$ cat config.mk
export PLATFORM = sky130hd
export DESIGN_NAME = digit_serial_adder
export DESIGN_NICKNAME = d
export VERILOG_FILES = /design/src/rtl/digit_serial_adder.sv
export SDC_FILE = /design/constraint.sdc
export NUM_CORES = 1
export LEC_CHECK = 0
export ABC_AREA = 1
export BUFFER_PORTS_ARGS = -buffer_cell sky130_fd_sc_hd__buf_4
export CAP_MARGIN = 20
export CORE_MARGIN = 1
export CORE_UTILIZATION = 56
export CTS_BUF_LIST = sky130_fd_sc_hd__clkbuf_4
export CTS_CLUSTER_DIAMETER = 100
export DETAILED_ROUTE_END_ITERATION = 6
export GPL_TIMING_DRIVEN = 0
export PLACE_DENSITY = 0.92
export SLEW_MARGIN = 20
export SYNTH_ARGS = -nofsm -noshare
export SYNTH_HDL_FRONTEND = slang
export SYNTH_SLANG_ARGS = --single-unit
$ cat constraint.sdc
create_clock -name clk -period 1.7 [get_ports clk]
set_input_delay 0.51 -clock clk [delete_from_list [all_inputs] [get_ports clk]]
set_output_delay 0.51 -clock clk [all_outputs]
set_load 0.1 [all_outputs]
$ cat src/rtl/digit_serial_adder.sv
`default_nettype none
// ============================================================================
//  Module      : digit_serial_adder
//  Description : Digit-serial adder. Accepts two NDIG-digit operands of
//                2-bit digits, adds one digit pair per clock (LSB first)
//                with a registered inter-digit carry, then presents the
//                full sum and final carry on a valid/ready output port.
//  Revision    : 1.0 - initial release
// ============================================================================
module digit_serial_adder #(
  parameter int NDIG = 4,
  localparam int W   = 2 * NDIG
) (
  input  logic         clk,
  input  logic         rst_n,
  input  logic         in_valid,
  output logic         in_ready,
  input  logic [W-1:0] a,
  input  logic [W-1:0] b,
  input  logic         cin,
  output logic         out_valid,
  input  logic         out_ready,
  output logic [W-1:0] sum,
  output logic         cout,
  output logic         busy
);

  // Digit counter needs at least one bit even when only one digit exists.
  localparam int            CW   = (NDIG > 1) ? $clog2(NDIG) : 1;
  localparam logic [CW-1:0] LAST = CW'(NDIG - 1);

  localparam logic [1:0] S_IDLE = 2'd0;
  localparam logic [1:0] S_RUN  = 2'd1;
  localparam logic [1:0] S_DONE = 2'd2;

  logic [1:0]    state;
  logic [1:0]    state_next;
  logic [W-1:0]  a_sh;
  logic [W-1:0]  b_sh;
  logic          carry;
  logic [CW-1:0] cnt;
  logic [2:0]    digit_sum;
  logic [W-1:0]  sum_shift;

  // Current digit pair plus carry-in; bit 2 is the carry into the next digit.
  assign digit_sum = {1'b0, a_sh[1:0]} + {1'b0, b_sh[1:0]} + {2'b00, carry};

  // New digits enter at the top of the sum register and shift down, so after
  // NDIG steps digit 0 ends up in sum[1:0].
  generate
    if (NDIG == 1) begin : g_sum_single
      assign sum_shift = digit_sum[1:0];
    end else begin : g_sum_multi
      assign sum_shift = {digit_sum[1:0], sum[W-1:2]};
    end
  endgenerate

  // State register.
  always_ff @(posedge clk or negedge rst_n) begin
    if (!rst_n) begin
      state <= S_IDLE;
    end else begin
      state <= state_next;
    end
  end

  // Next-state logic: accept in IDLE, NDIG digit steps in RUN, hold in DONE.
  always_comb begin
    state_next = state;
    case (state)
      S_IDLE:  if (in_valid)     state_next = S_RUN;
      S_RUN:   if (cnt == LAST)  state_next = S_DONE;
      S_DONE:  if (out_ready)    state_next = S_IDLE;
      default:                   state_next = S_IDLE;
    endcase
  end

  // Handshake outputs are decoded from the registered state only.
  always_comb begin
    in_ready  = 1'b0;
    out_valid = 1'b0;
    busy      = 1'b0;
    case (state)
      S_IDLE:  in_ready  = 1'b1;
      S_RUN:   busy      = 1'b1;
      S_DONE:  begin
        out_valid = 1'b1;
        busy      = 1'b1;
      end
      default: in_ready  = 1'b0;
    endcase
  end

  // Datapath: load operands on accept, add and shift one digit per RUN cycle,
  // hold the result in DONE and IDLE until the next accept.
  always_ff @(posedge clk or negedge rst_n) begin
    if (!rst_n) begin
      a_sh  <= '0;
      b_sh  <= '0;
      sum   <= '0;
      carry <= 1'b0;
      cnt   <= '0;
    end else begin
      case (state)
        S_IDLE: begin
          if (in_valid) begin
            a_sh  <= a;
            b_sh  <= b;
            carry <= cin;
            cnt   <= '0;
            sum   <= '0;
          end
        end
        S_RUN: begin
          sum   <= sum_shift;
          carry <= digit_sum[2];
          a_sh  <= a_sh >> 2;
          b_sh  <= b_sh >> 2;
          cnt   <= cnt + CW'(1);
        end
        default: begin
        end
      endcase
    end
  end

  assign cout = carry;

endmodule
`default_nettype wire

==> out/results.tsv <==
stage	metric	value	unit
synth	synth.distinct_cells	19	
global_routing	gr-total-overflow	0	
sta	slew_violations	0	
clock_network	cts_max_level	2	
route	wl	3.367	mm
synth	yosysWarnings	0	
placed_design	place_hpwl	2.238	mm
sta	setup-violations-final	2	
global_routing	grt_pass1_wl	5.796	mm
cells_and_area	layout_commonest_cell	nand2_1	
cells_and_area	final_cell_count_no_fill	260	
job	drv_cap	0	
clock_network	insertion_delay	0.35	ns
setup_path	required	1.19	ns
power_and_ir_drop	p_leak	0.001116	uW
floorplan	ios	33	
synth	synth_nets	214	
setup_path	crit_arrival	1.22	ns
sta	fin_ws	-0.03322	ns
sta	fmax	577.0	MHz
synth	synthCells	187	
route	drtAntennaViolNets	0	
setup_path	cp_cell_sequence	buf_4 -> ha_4 -> buf_12	
floorplan	die_w	55.69	um
cells_and_area	final_nets	255	
sta	rsz0062_at_grt	true	
cells_and_area	layout-drive-gt1-share	37.12	%
route	via_count	1354	
clock_network	path_clk_slew	0.10	ns
floorplan	die_h	55.69	um
power_and_ir_drop	p_total	4488	uW
placed_design	gp_congestion	0.7537	
placed_design	port_buffers	31	
setup_path	cpMaxStageDelayCell	dfrtp_1	
route	drt-vias-per-instance	5.208	
setup_path	max_stage_delay	0.41	ns
synth	synth_area_per_cell	8.631	um^2
floorplan	rows	19	
cells_and_area	multi_input_comb_area	784.5	um^2
sta	fin_setup_tns	-0.06261	ns
route	drc	0	
status	violations	setup timing	
clock_network	cts_tree	yes	
floorplan	core	0.002734	mm^2
global_routing	grt_pass1_vias	1314	
placed_design	post-place-cells	249	
clock_network	cts_max_path_buffers	2	
route	wl_per_cell	12.95	um
global_routing	grt.total_usage	25.11	%
global_routing	grt_max_degree	30	
sta	layout_min_cycle_time	1.733	ns
sta	fin_worst_skew	0.01605	ns
placed_design	placed_cell_area	0.001894	mm^2
setup_path	path_max_fanout	2	
synth	syn_area	0.001614	mm^2
clock_network	ctsHoldBuffers	0	
clock_network	cts_buffers	5	
cells_and_area	fill_cells	211	
setup_path	worst_setup_path_end_kind	primary output	
power_and_ir_drop	pwr_density_cell	2181	mW/mm^2
route	first_pass_iters	4	
synth	synth_seq_area_share	44.96	%
cells_and_area	num_antenna_cells	0	
floorplan	die-area	0.003101	mm^2
status	status	finished with violations	
synth	ys_ff_latch	29	
cells_and_area	final_cell_mix	91 x nand2_1, 35 x buf_4, 28 x dfrtp_1, 20 x nand3_2, 6 x clkbuf_4	
clock_network	clkSinkCount	29	
clock_network	cts_root_buf	clkbuf_4	
sta	slew_headroom	75.82	%
sta	final.period_utilization	102.0	%
sta	holdWs	0.06955	ns
setup_path	startpoint_type	flop	
sta	final_hold_viol_count	0	
sta	tightestPinTransition	0.3628	ns
cells_and_area	regArea	729.5	um^2
floorplan	initial_core_util	59.04	%
cells_and_area	post-route-cell-area	0.002058	mm^2
worst_hold_path	hp-class	input port to async pin	
cells_and_area	area_growth	27.52	%
route	drt_iter0_drc	41	
setup_path	crit_type	flop to primary output	
power_and_ir_drop	ir_worst_vdd	1.737	mV
global_routing	antenna_found_initial	0	
==> where the power goes <==
| group | switching [uW] | total, uW | internal, uW |
|---|---|---|---|
| Combinational | 1800 | 2690 | 884 |
| Clock | 247 | 569 | 322 |
| Sequential | 237 | 1230 | 996 |
==> through the flow <==
stage	setup slack (ns)	util, %
4_1_cts	-0.04879	75.01
6_report	-0.03322	75.29
3_3_place_gp	0.1285	69.29
2_1_floorplan	-0.1016	-
5_1_grt	-0.07547	75.29
3_5_place_dp	0.04765	69.29
==> cell families after synthesis <==
| logic type | count (synthesis) | synth area share [%] |
|---|---|---|
| AO/OA/AOI/OAI | 8 | 2.481 |
| adder cells (fa/ha/maj) | 6 | 5.582 |
| buffers and inverters | 19 | 8.294 |
| flip-flops | 29 | 44.96 |
| AND/OR/NAND/NOR | 125 | 38.68 |
==> sequential cells by signal, indices dropped and copies added (netlist names) <==
register / flops
a_sh: 8
b_sh: 8
cnt: 2
cout: 1
state: 2
sum: 8
==> final cells by class <==
| type | instances | share of cell area [%] |
|---|---|---|
| Buffer | 11 | 4.924 |
| Timing Repair Buffer | 34 | 14.22 |
| Inverter | 8 | 1.581 |
| Tap cell | 31 | 1.885 |
| Sequential cell | 29 | 35.44 |
| Multi-Input combinational cell | 139 | 38.12 |
| Clock inverter | 2 | 1.641 |
| Clock buffer | 6 | 2.188 |
==> worst max-delay path: cells and delay by family, from the launching register on <==
family	cells	cell delay [ns]
flip-flops	1	0.41
buffers and inverters	2	0.32
adder cells (fa/ha/maj)	1	0.16
==> final timing paths <==
path	start	slack, ns	end	cells after the start
max	state[1]$_DFFE_PN0P_	-0.03	out_valid	3
min	rst_n	0.07	b_sh[1]$_DFFE_PN0P_	1
max reg2reg	cout$_DFFE_PN0P_	0.08	cout$_DFFE_PN0P_	6
min reg2reg	sum[0]$_DFFE_PN0P_	0.51	sum[0]$_DFFE_PN0P_	2
max in group asynchronous	rst_n	1.34	cout$_DFFE_PN0P_	1
min in group clk	a[6]	0.43	a_sh[6]$_DFFE_PN0P_	3
==> Yosys cell counts <==
master | n | area (um^2)
ha_1 | 4 | 50.05
inv_2 | 1 | 3.750
nand2_4 | 2 | 22.52
dfrtp_1 | 29 | 725.7
inv_4 | 1 | 6.260
nand2_2 | 2 | 12.51
nor2_1 | 4 | 15.01
nand4_1 | 2 | 12.51
buf_6 | 1 | 11.26
a21oi_1 | 4 | 20.02
nand3_2 | 20 | 200.2
buf_8 | 3 | 45.04
o21ai_0 | 4 | 20.02
nand2_1 | 91 | 341.6
buf_2 | 3 | 15.01
inv_1 | 6 | 22.52
buf_4 | 4 | 30.03
nand3_1 | 4 | 20.02
fa_1 | 2 | 40.04
==> per-layer routing <==
layer	part of all wire, %	global-route usage [%]	wire [um]	vias to the layer above
li1	-	-	-	666
met1	41	28.91	1385	634
met2	52	43.20	1739	46
met3	5.0	5.581	167	8
met4	2.2	13.93	75	0
met5	0	0	0	-
==> what timing repair did <==
action,in CTS,in global routing
pin swaps,1,0
setup buffers,3,0
resized for setup,13,2
setup endpoints to repair,3,4
No activity file was read; power rests on OpenSTA's default activity.
